`config.mk`:
```
export PLATFORM = sky130hd
export DESIGN_NAME = mul_prep
export DESIGN_NICKNAME = d
export VERILOG_FILES = /design/src/rtl/mul_pkg.sv /design/src/rtl/mul_prep_cond.sv /design/src/rtl/mul_prep.sv
export SDC_FILE = /design/constraint.sdc
export NUM_CORES = 1
export LEC_CHECK = 0
export BUFFER_PORTS_ARGS = -buffer_cell sky130_fd_sc_hd__buf_2
export CORE_UTILIZATION = 38
export CTS_CLUSTER_DIAMETER = 150
export DETAILED_ROUTE_END_ITERATION = 10
export GPL_TIMING_DRIVEN = 1
export PLACE_DENSITY_LB_ADDON = 0.12
export SYNTH_ARGS = -nofsm -noshare
export SYNTH_HDL_FRONTEND = slang
export SYNTH_SLANG_ARGS = --single-unit
```
`constraint.sdc`:
```
create_clock -name CLK -period 3.65 [get_ports CLK]
set_clock_uncertainty 0.2 [all_clocks]
set_input_delay 0.73 -clock CLK [delete_from_list [all_inputs] [get_ports CLK]]
set_output_delay 0.73 -clock CLK [all_outputs]
set_load 0.005 [all_outputs]
```
`src/rtl/mul_pkg.sv`:
```
// Shared types and constants for the multiply operand-conditioning stage
// and the downstream multiply finish stage.
// Optional build macro: MUL_PREP_RANGE_CHK_EN adds a per-entry range_err flag.
package mul_pkg;

    localparam int XLEN  = 32;
    localparam int MAG_W = 10;
    localparam int RD_W  = 5;

    // M-extension multiply flavours, encoded as funct3[1:0]
    typedef enum logic [1:0] {
        MUL    = 2'b00,
        MULH   = 2'b01,
        MULHSU = 2'b10,
        MULHU  = 2'b11
    } mul_op_e;

    // Skid-buffer occupancy
    typedef enum logic [1:0] {
        ST_EMPTY = 2'b00,
        ST_ONE   = 2'b01,
        ST_TWO   = 2'b10
    } occ_e;

    // One conditioned request as seen by the finish stage
    typedef struct packed {
        logic             sign;
        logic             upper;
        logic [MAG_W-1:0] rs1_u;
        logic [MAG_W-1:0] rs2_u;
        logic [RD_W-1:0]  rd;
`ifdef MUL_PREP_RANGE_CHK_EN
        logic             range_err;
`endif
    } mul_ent_t;

    // Unsigned magnitude of an operand; two's-complement negation when the
    // operand is treated as signed and negative (0x80000000 maps to itself).
    function automatic logic [XLEN-1:0] cond_mag(input logic [XLEN-1:0] x,
                                                 input logic            is_signed);
        logic [XLEN-1:0] r;
        if (is_signed && x[XLEN-1]) begin
            r = ~x + {{(XLEN-1){1'b0}}, 1'b1};
        end else begin
            r = x;
        end
        return r;
    endfunction

endpackage

```
`src/rtl/mul_prep_cond.sv`:
```
// Purely combinational operand conditioning: funct3/rs1/rs2/rd -> mul_ent_t.
// Optional build macro: MUL_PREP_RANGE_CHK_EN fills the range_err field.
module mul_prep_cond
    import mul_pkg::*;
(
    input  logic [2:0]      funct3_i,
    input  logic [XLEN-1:0] rs1_i,
    input  logic [XLEN-1:0] rs2_i,
    input  logic [RD_W-1:0] rd_i,
    output logic            op_valid_o,
    output mul_ent_t        ent_o
);

    logic            rs1_signed_s;
    logic            rs2_signed_s;
    logic            neg1_s;
    logic            neg2_s;
    logic [XLEN-1:0] mag1_s;
    logic [XLEN-1:0] mag2_s;

    // Decode which operands are interpreted as signed for this flavour
    always_comb begin
        rs1_signed_s = 1'b0;
        rs2_signed_s = 1'b0;
        case (funct3_i)
            {1'b0, MUL},
            {1'b0, MULH}: begin
                rs1_signed_s = 1'b1;
                rs2_signed_s = 1'b1;
            end
            {1'b0, MULHSU}: begin
                rs1_signed_s = 1'b1;
                rs2_signed_s = 1'b0;
            end
            default: begin
                rs1_signed_s = 1'b0;
                rs2_signed_s = 1'b0;
            end
        endcase
    end

    assign neg1_s = rs1_signed_s & rs1_i[XLEN-1];
    assign neg2_s = rs2_signed_s & rs2_i[XLEN-1];
    assign mag1_s = cond_mag(rs1_i, rs1_signed_s);
    assign mag2_s = cond_mag(rs2_i, rs2_signed_s);

    // Non-multiply encodings (funct3[2]=1) are handshaken but never stored
    assign op_valid_o = ~funct3_i[2];

    // Assemble the entry; magnitude bits at or above MAG_W are dropped
    always_comb begin
        ent_o       = '0;
        ent_o.sign  = neg1_s ^ neg2_s;
        ent_o.upper = (funct3_i != 3'b000);
        ent_o.rs1_u = mag1_s[MAG_W-1:0];
        ent_o.rs2_u = mag2_s[MAG_W-1:0];
        ent_o.rd    = rd_i;
`ifdef MUL_PREP_RANGE_CHK_EN
        ent_o.range_err = (|mag1_s[XLEN-1:MAG_W]) | (|mag2_s[XLEN-1:MAG_W]);
`endif
    end

`ifndef MUL_PREP_RANGE_CHK_EN
    // High magnitude bits are intentionally discarded in this build
    logic unused_mag_hi_s;
    assign unused_mag_hi_s = ^{mag1_s[XLEN-1:MAG_W], mag2_s[XLEN-1:MAG_W]};
`endif

endmodule

```
`src/rtl/mul_prep.sv`:
```
// Multiply operand-conditioning stage with a 2-entry skid buffer in front of
// the multiply finish stage. IN_READY is a pure register output.
// Optional build macro: MUL_PREP_RANGE_CHK_EN adds the RANGE_ERR output.
// XLEN/MAG_W/RD_W must match the mul_pkg constants (the entry type is shared).
module mul_prep #(
    parameter int XLEN  = mul_pkg::XLEN,
    parameter int MAG_W = mul_pkg::MAG_W,
    parameter int RD_W  = mul_pkg::RD_W
) (
    input  logic             CLK,
    input  logic             RST,
    input  logic             FLUSH,
    input  logic             IN_VALID,
    output logic             IN_READY,
    input  logic [2:0]       IN_FUNCT3,
    input  logic [XLEN-1:0]  IN_RS1,
    input  logic [XLEN-1:0]  IN_RS2,
    input  logic [RD_W-1:0]  IN_RD,
    input  logic             OUT_READY,
    output logic             OUT_VALID,
    output logic             EN,
    output logic             SIGN,
    output logic             UPPER,
    output logic [MAG_W-1:0] RS1_U_END,
    output logic [MAG_W-1:0] RS2_U_END,
    output logic [RD_W-1:0]  OUT_RD
`ifdef MUL_PREP_RANGE_CHK_EN
    ,
    output logic             RANGE_ERR
`endif
);

    import mul_pkg::*;

    occ_e     state_q, state_d;
    mul_ent_t head_q,  head_d;
    mul_ent_t skid_q,  skid_d;
    logic     in_ready_q, in_ready_d;

    logic     op_valid_s;
    mul_ent_t cond_ent_s;
    logic     accept_s;
    logic     wr_s;
    logic     pop_s;
    logic     out_valid_s;

    mul_prep_cond u_cond (
        .funct3_i   (IN_FUNCT3),
        .rs1_i      (IN_RS1),
        .rs2_i      (IN_RS2),
        .rd_i       (IN_RD),
        .op_valid_o (op_valid_s),
        .ent_o      (cond_ent_s)
    );

    assign out_valid_s = (state_q != ST_EMPTY);
    assign accept_s    = IN_VALID & in_ready_q;
    assign wr_s        = accept_s & op_valid_s;
    assign pop_s       = out_valid_s & OUT_READY;

    // Occupancy next-state and entry movement; FLUSH overrides everything
    always_comb begin
        state_d = state_q;
        head_d  = head_q;
        skid_d  = skid_q;
        if (FLUSH) begin
            state_d = ST_EMPTY;
            head_d  = '0;
            skid_d  = '0;
        end else begin
            case (state_q)
                ST_EMPTY: begin
                    if (wr_s) begin
                        head_d  = cond_ent_s;
                        state_d = ST_ONE;
                    end else begin
                        state_d = ST_EMPTY;
                    end
                end
                ST_ONE: begin
                    if (wr_s && !pop_s) begin
                        skid_d  = cond_ent_s;
                        state_d = ST_TWO;
                    end else if (wr_s && pop_s) begin
                        head_d  = cond_ent_s;
                        state_d = ST_ONE;
                    end else if (pop_s) begin
                        head_d  = '0;
                        state_d = ST_EMPTY;
                    end else begin
                        state_d = ST_ONE;
                    end
                end
                ST_TWO: begin
                    // IN_READY is low here, so only a pop can happen
                    if (pop_s) begin
                        head_d  = skid_q;
                        skid_d  = '0;
                        state_d = ST_ONE;
                    end else begin
                        state_d = ST_TWO;
                    end
                end
                default: begin
                    state_d = ST_EMPTY;
                    head_d  = '0;
                    skid_d  = '0;
                end
            endcase
        end
        in_ready_d = (state_d != ST_TWO);
    end

    // State, entry storage and registered ready; async clear on RST
    always_ff @(posedge CLK or posedge RST) begin
        if (RST) begin
            state_q    <= ST_EMPTY;
            head_q     <= '0;
            skid_q     <= '0;
            in_ready_q <= 1'b0;
        end else begin
            state_q    <= state_d;
            head_q     <= head_d;
            skid_q     <= skid_d;
            in_ready_q <= in_ready_d;
        end
    end

    assign IN_READY  = in_ready_q;
    assign OUT_VALID = out_valid_s;
    assign EN        = out_valid_s;
    assign SIGN      = head_q.sign;
    assign UPPER     = head_q.upper;
    assign RS1_U_END = head_q.rs1_u;
    assign RS2_U_END = head_q.rs2_u;
    assign OUT_RD    = head_q.rd;
`ifdef MUL_PREP_RANGE_CHK_EN
    assign RANGE_ERR = head_q.range_err;
`endif

endmodule

```
* Word-level counts from Yosys, hierarchy flattened
Index checks and enable logic that the tools add are counted.
Storage, ports and cells: output and inout bits 30, logic and storage cells 68, bits in registers 57, input port bits 77
Cells by class: eq/ne operators 11, bitwise logic cells 9, reduce and logical (&&, ||, !) cells 13, multiplexer cells 21, $add $sub $neg 2
Operators with widths (number):
- two-way mux 27 bit | 8
- case mux 27 bit (3 select lines) | 2
- adder 10 x 1 -> 10 bit (second input constant) | 2
- two-way mux 10 bit | 2
- NOT 10 bit | 2
- != test 3 bit (second input constant) | 4
- two-way mux 2 bit | 3
- case mux 2 bit (3 select lines) | 1
- bitwise AND 1 bit | 5
- two-way mux 1 bit | 5
- logical AND 1 bit | 4
- != test 2 bit (second input constant) | 2
- != test 4 bit (second input constant) | 1
- AND reduction 4 bit | 1
- equality test 3 x 1 -> 1 bit (second input constant) | 1
- equality test 3 x 2 -> 1 bit (second input constant) | 1
- logical NOT 3 bit | 1
- AND reduction 3 bit | 1
- nonzero test 3 bit | 1
- OR reduction 3 bit | 1
- equality test 2 x 1 -> 1 bit (second input constant) | 1
- equality test 2 bit (second input constant) | 1
- logical NOT 2 bit | 1
- nonzero test 2 bit | 1
- other kinds (4) | 4

* Depth between registers and ports, before layout
Gate-level depths: netlist of run 1.
depth in word-level cells 9, gate-level depth with buffers 11, depth with buffers taken out 9

* By module
A second synthesis of run 1 with hierarchy kept.
Unflattened totals: cells, all modules 304, area total of the unflattened synthesis 3186.8 um^2
By module, submodules not included:
- mul_prep | instances 1, cells an instance 231, seq. area each 1426.4 um^2, area an instance 2693.8 um^2
- mul_prep_cond | instances 1, cells an instance 73, seq. area each 0.0 um^2, area an instance 493.0 um^2

* Worst setup path after synthesis of run 1
No wires, ideal clock.
path type register to register, start register state_q[0], end register head_q, in the netlist RS2_U_END[4], setup slack 1.285 ns, data required time 3.367 ns, setup time 0.083 ns, buffers on the path 2, clock period less this slack 2.365 ns, stages on the path, launching flop included 12, data arrival time 2.082 ns, path through dfrtp_1 -> buf_6 -> or2_2 -> nand2_1 -> inv_1 -> ha_1 -> o21ai_2 -> o21ai_4 -> o311ai_4 -> buf_6 -> a22oi_1 -> o21ai_0
On the way: longest elaborated chain between the ends 7, elaborated cells on any way between the ends 17, those cells by class eq/ne: 6; mux: 4; bitwise: 1; reduce/logical: 6
Ends and longest elaborated chain:
- start: declaration | line mul_prep.sv:35 | occ_e state_q, state_d;
- start signal: assignment | line mul_prep.sv:122 | state_q <= state_d;
- nonzero test 2 bit (*) | line mul_prep.sv:56 | assign out_valid_s = (state_q != ST_EMPTY);
- via EN | line mul_prep.sv:21 | output logic EN,
- bitwise AND 1 bit (*) | line mul_prep.sv:59 | assign pop_s = out_valid_s & OUT_READY;
- logical AND 1 bit | line mul_prep.sv:84 | end else if (wr_s && pop_s) begin
- two-way mux 27 bit | line mul_prep.sv:84
- two-way mux 27 bit | line mul_prep.sv:81 | if (wr_s && !pop_s) begin
- case mux 27 bit (3 select lines) | line mul_prep.sv:71 | case (state_q)
- two-way mux 27 bit | line mul_prep.sv:66 | if (FLUSH) begin
- end signal: assignment | line mul_prep.sv:118 | head_q <= '0;
- end signal: assignment | line mul_prep.sv:123 | head_q <= head_d;
- end: declaration | line mul_prep.sv:36 | mul_ent_t head_q, head_d;
The timed path passes the listed nets; every way through them passes the cells marked *. The select of a mux whose other input is x is not followed. A chain may end at the register's enable or synchronous reset.

* Worst setup path in the final report of run 1
start register state_q[1], end register head_q, in the netlist RS1_U_END[8]
On the way: longest elaborated chain between the ends 7, elaborated cells on any way between the ends 17, those cells by class eq/ne: 6; mux: 4; bitwise: 1; reduce/logical: 6
Ends and longest elaborated chain (line):
- nonzero test 2 bit | mul_prep.sv:56
- bitwise AND 1 bit | mul_prep.sv:59
- logical AND 1 bit | mul_prep.sv:84
- two-way mux 27 bit | mul_prep.sv:84
- two-way mux 27 bit | mul_prep.sv:81
- case mux 27 bit (3 select lines) | mul_prep.sv:71
- two-way mux 27 bit | mul_prep.sv:66
Parallel ways exist; a longest one is shown, timed or not. The select of a mux whose other input is x is not followed.

==> results of run 1 <==
cell usage after synthesis, drive strengths merged:
cell type | count | share of area
o31ai | 1 | 0.0027
inv | 12 | 0.016
a31oi | 7 | 0.021
xnor2 | 16 | 0.050
a41oi | 1 | 0.0031
clkbuf | 4 | 0.0053
mux2i | 2 | 0.0071
nor3 | 10 | 0.018
dfrtp | 57 | 0.51
a22o | 5 | 0.016
xor2 | 1 | 0.0031
and3b | 1 | 0.0031
nand4 | 1 | 0.0044
o21ai | 50 | 0.094
a2bb2oi | 4 | 0.012
nand3b | 3 | 0.012
nor2b | 1 | 0.0022
nor4 | 1 | 0.0022
nor2 | 17 | 0.024
a31o | 1 | 0.0031
nand3 | 1 | 0.0018
or2 | 1 | 0.0022
a22oi | 23 | 0.061
buf | 10 | 0.030
a221o | 1 | 0.0036
nand2 | 37 | 0.049
ha | 4 | 0.018
a21oi | 8 | 0.018
o311ai | 1 | 0.0093
final timing paths:
| kind | to | slack, ps | depth (start not counted) |
|---|---|---|---|
| max | RS1_U_END[8] | 1010 | 10 |
| max in group asynchronous | skid_q[22] | 2220 | 3 |
| min reg2reg | OUT_RD[4] | 270 | 2 |
| min in group CLK | OUT_RD[4] | 270 | 2 |
| min | skid_q[6] | 200 | 2 |
| max reg2reg | RS1_U_END[8] | 1010 | 10 |
where the power goes:
| part | total, mW | internal (mW) | leakage (nW) | switching [mW] |
|---|---|---|---|---|
| logic | 0.204 | 0.0860 | 0.788 | 0.118 |
| clock network | 0.673 | 0.419 | 0.115 | 0.254 |
| registers | 0.680 | 0.661 | 0.780 | 0.0192 |
| total | 1.56 | 1.17 | 1.68 | 0.391 |
through the flow:
step | instance area [um2] | hold slack (ps) | std cells | total power, mW | utilization
2_1_floorplan | 2820 | 249 | 281 | 0.811 | -
3_3_place_gp | 3230 | 257 | 437 | 0.898 | 0.447
3_5_place_dp | 3230 | 265 | 437 | 0.899 | 0.447
4_1_cts | 3450 | 208 | 453 | 1.58 | 0.479
5_1_grt | 3450 | 251 | 453 | 1.63 | 0.479
6_report | 3450 | 203 | 453 | 1.56 | 0.479
cell usage in the layout, fill, tap and decap left out, drive strengths merged, types with 2 or more instances in the layout:
cell type  netlist  layout
nor2            17      17
clkinv           0       2
dfrtp           57      57
nor3            10      10
a21oi            8       8
inv             12      12
mux2i            2       2
a2bb2oi          4       4
xnor2           16      16
nand2           37      37
bufinv           0       2
buf             10      71
o21ai           50      50
ha               4       4
a31oi            7       7
nand3b           3       3
clkbuf           4      11
a22o             5       5
a22oi           23      23
layout make-up:
class	count	area share
timing repair buffer	71	0.112
tap	99	0.0359
clock inverter	5	0.0225
sequential	57	0.413
inverter	12	0.0130
clock buffer	11	0.0438
multi-input combinational	198	0.360
sequential cells by signal, indices dropped and copies added, names as in the netlist:
name	count
IN_READY	1
SIGN	1
OUT_RD	5
RS1_U_END	10
UPPER	1
state_q	2
skid_q	27
RS2_U_END	10
critical path, delay by kind of cell, from the launching register on:
family / cells / cell delay, ps
simple gates: 2 / 460
flops: 1 / 520
compound gates: 5 / 910
buf+inv: 2 / 270
fa+ha+maj: 1 / 200
layer usage:
metal	vias to the layer above	wire length (um)
li1	1142	-
met1	1112	3230
met2	65	3030
met3	8	288
met4	0	87
met5	-	0
cell families (layout without fill, tap and decap cells):
| kind of cell | count (synthesis) | after routing | share of synthesized area |
|---|---|---|---|
| AOI/OAI and AO/OA | 102 | 102 | 0.244 |
| and+or+nand+nor | 73 | 73 | 0.120 |
| DFF | 57 | 57 | 0.507 |
| buffers and inverters | 26 | 99 | 0.0511 |
| xor gates and xnor gates | 17 | 17 | 0.0529 |
| adders and majority gates | 4 | 4 | 0.0178 |
| muxes | 2 | 2 | 0.00711 |
==> impl_summary.md, run 1 <==
Run status
The run finished with clean final reports.

GRT
The layer flagged by global routing as most heavily used is met2. The met1 usage is 0.261. The number of global-route vias before repair came to between 2k and 2.5k. Entering global routing, the biggest net connects 37 pins.

Summed over all layers, the global routing overflow is 0. The first global-routing pass estimated 11000 um of wire. The met3 layer usage reported by global route is 0.0358. For this run, the total global-route usage over all layers was measured as 0.189. The met2 track utilization from global routing is 0.294.

The initial antenna violation count is 0.

CTS
After clock tree synthesis, the repair step resized 0 gates. The quantity of hold-fixing buffers added after cts is 0. The clock-pin transition on the worst setup and hold timing paths is 60 ps.

The insertion delay of the later-clocked pin in the worst-skew pair is between 300 and 400 ps. Once the clock tree was built, the setup fixing pass inserted 0 buffers. The maximum number of buffers from clock root to sink is 2. The CTS tree is yes. The number of clock sinks is 57. The cell sitting at the root of the clock tree is a sky130_fd_sc_hd__clkbuf_8.

The depth of the CTS H-tree is 3. The total CTS buffers is 9.

Setup path
The largest incremental delay on the critical path is 520 ps. The startpoint type of the worst setup path is a flop. For the worst setup path, the data arrival time is roughly 2700 ps. The worst setup path is captured at a flop. Walking the worst path, the cells encountered are or2_2 > nand2_1 > inv_1 > ha_1 > o21ai_2 > o21ai_4 > o311ai_4 > buf_12 > a22oi_1 > o21ai_1. The start-to-end type of the worst setup path is reg -> reg. The worst reg2reg path startpoint is state_q[1]. The timing startpoint of the critical path is state_q[1]. The maximum fanout along the worst path is 21. For the worst setup path, the data required time is 3710 ps.

The library cell contributing the largest single delay on the critical path is sky130_fd_sc_hd__dfrtp_1.

Drt
The post-route DRC violation count is 0. Using the TritonRoute via totals, the vias-per-cell ratio works out to 5.14. The final wirelength is 6640 um.

Dividing the detail-routed wire length by the instance count gives between 10 and 15 um. The iteration count of the initial detailed-routing pass is 4. The number of DRC markers after the initial detailed-route iteration is 116. The detailed router placed 2327 vias in this run.

The number of antenna-violating nets in the routed design is 0.

Place
The final weighted congestion in routability-driven placement is 0.765. Port buffering added 64 buffers. Timing analysis after detailed placement gives a worst setup slack of 875 ps. Once detailed placement completed, the half-perimeter wirelength came to 4560 um.

Layout
The growth of design area from synthesis to finish is 22.7%. Of the cells placed in the final design, the portion with a size suffix greater than 1 is 0.280. The fill cell total of the finished layout is 751.

The final net count is 430. The sequential cells in the finished layout cover a total of around 1400 um2. The repair_antennas step left the layout with diodes totalling 0. The multi-input combinational cells in the finished layout cover a total of 1240 um2.

Synth
The Yosys warning count is 0. The post-synthesis cell area is 2820 um2. The distinct cell type count after synthesis is 38. The average instance area after synthesis is about 10 um2. The synthesized design contains 57 register bits. The synthesized instance count is ~280. Of the synthesized area, sequential elements account for 0.507. The total nets after synthesis is 362.

Power and ir drop
In this run the static leakage power is 1.68 nW. IR analysis of the VDD net gives a maximum drop of 0.000189 V. The power per cell area is 451 nW/um2.

Timing
The transition at the pin with the smallest max-transition slack is 866 ps. The total count of hold-check failures in the final report is 0. The remaining max-slew budget at the tightest pin is 0.422. The minimum period implied by the final worst setup slack is around 2600 ps.

Setup repair after global routing left no endpoint under its margin. The final worst-path cycle share is 0.722. In the post-route analysis, the smallest setup slack over all paths is 1010 ps. The highest attainable clock frequency is approximately 380 MHz.

The final max-slew violation count came to 0. Setup violations remaining at the end of the flow were counted as 0. The summed negative setup slack over all endpoints is 0 ps.

Floorplan
The die outline area is 7760 um2. The die is 88.1 um tall. The number of placed I/O pins is approximately 110. The starting utilization of the core area is 0.390. The core region is a little over 7000 um2. The number of placement rows is 31. The width of the die is slightly below 90 um.

Job
Across the run, the number of max-cap violations was 0.

Min path
The path class of the tightest hold or removal check is in -> async.
Note: power is estimated with default switching activity, not from simulation.
==> inputs of run 2 (changes only) <==
==> constraint.sdc (replaced) <==
create_clock -name CLK -period 2.4 [get_ports CLK]
set_clock_uncertainty 0.2 [all_clocks]
set_input_delay 0.48 -clock CLK [delete_from_list [all_inputs] [get_ports CLK]]
set_output_delay 0.48 -clock CLK [all_outputs]
set_load 0.005 [all_outputs]
==> run 2 against run 1 <==
  * Via count rose by 3.1%
  * Combinational power up 75%
  * Register-to-register slack worse by 920 ps
  * Hold slack worse by 29 ps
==> impl_summary.md, run 2 (same netlist as run 1, synthesis figures left out) <==
Run status
The run finished with clean final reports.

Setup path
The internal reg-to-reg setup slack is ~90 ps. The critical path is of the reg -> reg type. For this design, the slowest cell found on the critical path is sky130_fd_sc_hd__dfrtp_1. On the worst path, the slowest cell contributes a delay of 390 ps. The worst reg2reg path depth is 11. The critical path goes through or2_4 > nand2_2 > inv_1 > ha_1 > o21ai_2 > o21ai_4 > o311ai_4 > buf_4 > clkbuf_16 > a22oi_1 > o21ai_0. The worst register-to-register path begins at state_q[1]. The worst setup path is captured at a flop. The worst register-to-register path ends at RS1_U_END[6]. The worst path arrival time is 2370 ps. Data on the critical path is required at its endpoint by 2460 ps.

The startpoint type of the worst setup path is a flop. Along the worst path, the maximum fanout reaches 7.

Place
The final weighted congestion in routability-driven placement is 0.756. Detailed placement finished with a half-perimeter wire length of 4600 um. Port buffering added 64 buffers.

CTS
The clock root buffer is sky130_fd_sc_hd__clkbuf_8. The CTS tree is yes. At the later pin of the worst-skew pair, clock insertion delay measures 340 ps. The maximum number of buffers from clock root to sink is 2. In this run, CTS created clock tree buffers numbering 9. Clock tree synthesis found a total of 57 sinks. After clock tree synthesis, the clock-pin slew on the worst setup and hold paths is approximately 70 ps.

The depth of the CTS H-tree is 3.

Layout
For this run, the post-layout net count is 443. In the layout the commonest cells are sky130_fd_sc_hd__buf_2, sky130_fd_sc_hd__dfrtp_1, sky130_fd_sc_hd__o21ai_0. Compared with the post-synthesis result, the final layout area differs by 27.4%. The sequential cells in the finished layout cover a total of approximately 1400 um2.

The number of antenna cells inserted is 0. The share of final-layout standard cells stronger than drive strength 1 is 0.305. The multi-input combinational cells in the finished layout cover a total of 1250 um2. The register bank with the most flops is skid_q.

Leaving out fill and tap cells, the most frequent cell in the layout is sky130_fd_sc_hd__buf_2. The utilization of the core after routing is 0.497. The layout has 723 filler cells. The register with the most flip-flops in the layout has 27 of them.

Timing
The transition at the pin with the smallest max-transition slack is ~590 ps. Counting I/O delays and the setup requirement, the final critical path takes 2310 ps. Measured against its own limit, the worst slew margin works out to 0.602. The final worst-path cycle share is 0.962. The post-route worst hold slack is 174 ps. The final max-slew violation count was 0. Setup violations remaining at the end of the flow were counted as 0. The highest attainable clock frequency is 433 MHz. The total count of hold-check failures in the final report is 0.

Drt
The iteration count of the initial detailed-routing pass is 4. The mean number of vias per cell is a little over 5. The post-route DRC violation count is 0.

The average routed wire per standard cell is 15.0 um. The count of nets left with antenna violations once routing finished came out at 0. The vias after detailed routing is 2399. After detailed routing, the total wire length is 6980 um.

The number of DRC markers after the initial detailed-route iteration is 137.

Min path
Along the worst hold path, the cell count comes to 2. The sink of the worst hold path is skid_q[3]. In this run the worst hold path is classified as in -> reg. The start point of the worst min-delay path is IN_RD[3].

Floorplan
The number of placement rows is 31. The core region is 7210 um2. The die outline area is between 7000 and 8000 um2. For this configuration, the core starts out at a cell density of 0.390. For this design the top-level I/O count stands at about 110. The width of the die is 88.1 um. The die is 88.1 um tall.

GRT
For met2 alone, demand over resource in global routing was 0.284. Entering global routing, the biggest net connects 58 pins. The initial antenna violation count is 0. met2 is the most crowded layer. The number of global-route vias before repair was 2283. For this run, global-route usage on met1 was measured as 0.262.

The met3 layer usage reported by global route is 0.0509. The first global-routing pass estimated 11000 um of wire. Across every metal layer, demand over resource in global routing totals 0.189.

The total overflow left after global routing is 0.

Power and ir drop
For this design the ratio of total power to cell area is 666 nW/um2. IR analysis of the VDD net gives a maximum drop of ~0.00028 V. The leakage power total is 1.76 nW.

Job
Across the run, the number of max-cap violations was 0.
==> run 2: changes by cell type in the layout (fill, tap and decap cells not counted), sizes merged <==
cell / change
clkinv: +1
dlygate4sd3: +1
clkbuf: +1
buf: +11
clkinvlp: -1
==> run 2: critical path: cells and delay by family (launching register included) <==
kind | cells | cell delay [ps]
compound gates | 5 | 730
fa+ha+maj | 1 | 190
buf+inv | 3 | 380
flops | 1 | 390
simple gates | 2 | 330
==> run 2: worst max-delay path by stage <==
stage	startpoint	endpoint	slack (ps)	depth (start not counted)
global route	state_q[1]	RS2_U_END[4]	-20	11
global placement	IN_FUNCT3[2]	RS2_U_END[2]	120	10
detailed placement	IN_FUNCT3[2]	RS1_U_END[5]	80	10
CTS	state_q[0]	RS2_U_END[7]	140	5
floorplan	state_q[0]	RS2_U_END[4]	30	11
finish	state_q[1]	RS1_U_END[6]	90	11
==> run 2: area by class of cell <==
class                   count  share of cell area
multi-input cells         198               0.349
clock buffers              11              0.0394
inverters                  12              0.0126
repair buffers             84               0.145
well taps                  99              0.0345
flip-flops and latches     57               0.398
clock inverters             5              0.0220
==> run 2: power by group <==
group	leakage [nW]	total, mW	switching (mW)	internal (mW)
Combinational	0.865	0.356	0.196	0.161
Clock	0.113	1.00	0.393	0.611
Sequential	0.780	1.03	0.0245	1.01
Total	1.76	2.39	0.613	1.78
==> run 2: through the flow <==
step | instances | instance area [um2] | worst slack (ps) | setup TNS (ps) | total power [mW]
after floorplan | 281 | 2820 | 34.9 | 0 | 1.23
after global placement | 443 | 3280 | 116 | 0 | 1.38
after detailed placement | 443 | 3280 | 82.8 | 0 | 1.38
after CTS | 460 | 3510 | 136 | 0 | 2.39
after global routing | 466 | 3590 | -15.8 | -105 | 2.50
final | 466 | 3590 | 92.4 | 0 | 2.39
==> run 2: what timing repair did <==
item                       in CTS  in global routing
hold endpoints to repair        4                  0
setup buffers                   0                  4
setup endpoints to repair       0                  3
gates resized for setup         0                  4
hold buffers                    1                  0
==> run 2: routing by layer <==
metal | up-vias | share of wire
met1 | 1155 | 0.48
met4 | 0 | 0.016
met2 | 61 | 0.46
met3 | 10 | 0.046
li1 | 1173 | -
met5 | - | 0
==> inputs of run 3 (changes only) <==
==> constraint.sdc (replaced) <==
create_clock -name CLK -period 2.4 [get_ports CLK]
set_clock_uncertainty 0.2 [all_clocks]
set_input_delay 0.48 -clock CLK [delete_from_list [all_inputs] [get_ports CLK]]
set_output_delay 0.48 -clock CLK [all_outputs]
set_load 0.05 [all_outputs]
==> run 3 against run 2 <==
  * Clock power down 25%
  * Fmax up 5.6%
  * Total power down 5.5%
  * Sequential cell count unchanged
  * Sequential power about the same
  * Critical endpoint is now RS2_U_END[2]
==> impl_summary.md, run 3 (same netlist as run 1, synthesis figures left out) <==
Run status
The run finished with clean final reports.

Setup path
The internal reg-to-reg setup slack is 210 ps. Of all nets on the critical path, the largest fanout is 27. The worst reg2reg path startpoint is state_q[0]. The start-to-end type of the worst setup path is reg -> reg.

STA puts the critical path data arrival time at 2230 ps. For the worst setup path, the data required time is 2440 ps. The critical path capture point type is a flop. The startpoint type of the worst setup path is a flop. In this run the critical register-to-register path is captured at RS2_U_END[2].

The worst reg2reg path depth is 10.

Timing
For the finished layout, the period the worst path requires is 2190 ps. Setup violations remaining at the end of the flow were counted as 0. In the finished design, the share of the clock period the worst path needs comes to 0.911.

Setup repair after global routing left no endpoint under its margin. The transition at the pin with the smallest max-transition slack is between 500 and 600 ps. The post-route worst hold slack is 191 ps. The final max-slew violation count was 0.

The worst pin sits at a relative slew slack of 0.642. The total count of hold-check failures in the final report is 0. The summed negative setup slack over all endpoints is 0 ps. The highest attainable clock frequency is 458 MHz.

Drt
In the routed design, unresolved DRC markers number 0. For this block, the initial DRC count from the detailed router was 90. The iteration count of the initial detailed-routing pass is 5. The vias after detailed routing is 2347. The average routed wire per standard cell is 14.8 um.

The mean number of vias per cell is 5.09. Once detail routing completed, the nets flagged for antenna violations numbered 0. The final layout contains routed wiring with a total length of 6820 um.

CTS
The clock passes through at most 2 buffers. TritonCTS built the clock tree. The clock root buffer is sky130_fd_sc_hd__clkbuf_8.

The clock-pin transition on the worst setup and hold timing paths is 60 ps. The clock reaches the later pin of the worst-skew pair after 330 ps. In this run, post-CTS repair resized a total of 0 instances. The total CTS buffers is 9. The number of clock sinks is 57.

In this run the post-CTS setup repair buffer count came out at 0. The number of hold buffers added after CTS was 1. The depth of the CTS H-tree is 3.

Floorplan
The width of the die is 88.1 um. The die outline area is about 7800 um2. The total area inside the core boundary comes to 7210 um2. The starting utilization of the core area is 0.390. The die height is a little under 90 um. The number of placement rows is 31. During I/O placement, the number of pins put on the boundary was around 110.

Place
Detailed placement finished with a half-perimeter wire length of between 4000 and 5000 um. Counting tap cells, the placed design contains a total of ~450 instances. The congestion estimate from routability-driven global placement came to 0.744. The area of placed instances is 3320 um2. The number of input and output port buffers inserted is 64.

GRT
The global-route wire length before repair is between 10000 and 15000 um. The total grt overflow is 0. The pin count of the biggest net entering global routing is 28. The global router's overall resource usage is 0.197. The initial antenna violation count was 0. The number of global-route vias before repair came to 2323.

Layout
The share of final-layout standard cells stronger than drive strength 1 is 0.298. After routing the design area is 3490 um2. Compared with the post-synthesis result, the final layout area differs by 23.9%. The number of antenna cells inserted is 0. The most common cell after layout, fill and taps aside is sky130_fd_sc_hd__buf_2. The flip-flop count of the largest register, all copies and words added is 27. Leaving out filler cells and counting taps, the final layout contains 461. The register bank with the most flops is skid_q.

The library cells used most frequently in the layout, excluding fill and tap cells, are sky130_fd_sc_hd__buf_2, sky130_fd_sc_hd__dfrtp_1, sky130_fd_sc_hd__nand2_1. After the last flow step, the layout net total stands at 439.

Min path
The sink of the worst hold path is skid_q[0]. The start point of the worst min-delay path is IN_RD[0]. The depth of the worst hold-timing path is 2. The path class of the lowest-slack min-delay path is in -> reg.

Power and ir drop
The design draws 2.26 mW. For this design the ratio of total power to cell area is ~650 nW/um2. The leakage power total is 1.70 nW. The maximum vdd drop is 0.000263 V.

Job
Max-cap violations in this run came to 0.
## run 3: where the power goes
group          total [mW]  switching, mW  internal [mW]
combinational       0.473          0.327          0.146
clock               0.755          0.366          0.389
sequential           1.03         0.0246           1.01
## run 3: how the worst max path moves through the flow
stage / from / to / slack [ps]
final: state_q[0] / RS2_U_END[2] / 210
after floorplan: state_q[0] / RS2_U_END[4] / -70
after global placement: IN_FUNCT3[2] / RS2_U_END[3] / 140
after detailed placement: IN_FUNCT3[2] / RS2_U_END[3] / 100
after CTS: state_q[0] / RS2_U_END[3] / 190
after global routing: state_q[0] / RS1_U_END[5] / 70
## run 3: stage by stage
| step | util | setup slack (ps) |
|---|---|---|
| after floorplan | - | -66.0 |
| after global routing | 0.483 | 68.2 |
| final | 0.483 | 214 |
| after CTS | 0.483 | 188 |
| after detailed placement | 0.460 | 95.3 |
| after global placement | 0.460 | 139 |
## run 3: metal layers
metal	wire length [um]	global-route usage
met4	72	0.0660
met2	3130	0.301
met5	0	0
met3	273	0.0537
met1	3350	0.272
## run 3: cell type report
cell class	count	area (um2)
clock buffer	11	141
clock inverter	4	20.0
fill	734	3730
inverter	12	45.0
multi-input combinational	198	1260
sequential	57	1430
tap	99	124
timing repair buffer	80	468
## run 3: worst max-delay path: stages, from the launching register on
cell,delay (ps)
sky130_fd_sc_hd__dfrtp_1,380
sky130_fd_sc_hd__or2_4,260
sky130_fd_sc_hd__nand2_2,70
sky130_fd_sc_hd__inv_2,50
sky130_fd_sc_hd__ha_4,150
sky130_fd_sc_hd__o21ai_2,160
sky130_fd_sc_hd__o21ai_4,110
sky130_fd_sc_hd__o311ai_4,320
sky130_fd_sc_hd__buf_12,230
sky130_fd_sc_hd__a22oi_1,80
sky130_fd_sc_hd__o21ai_0,80
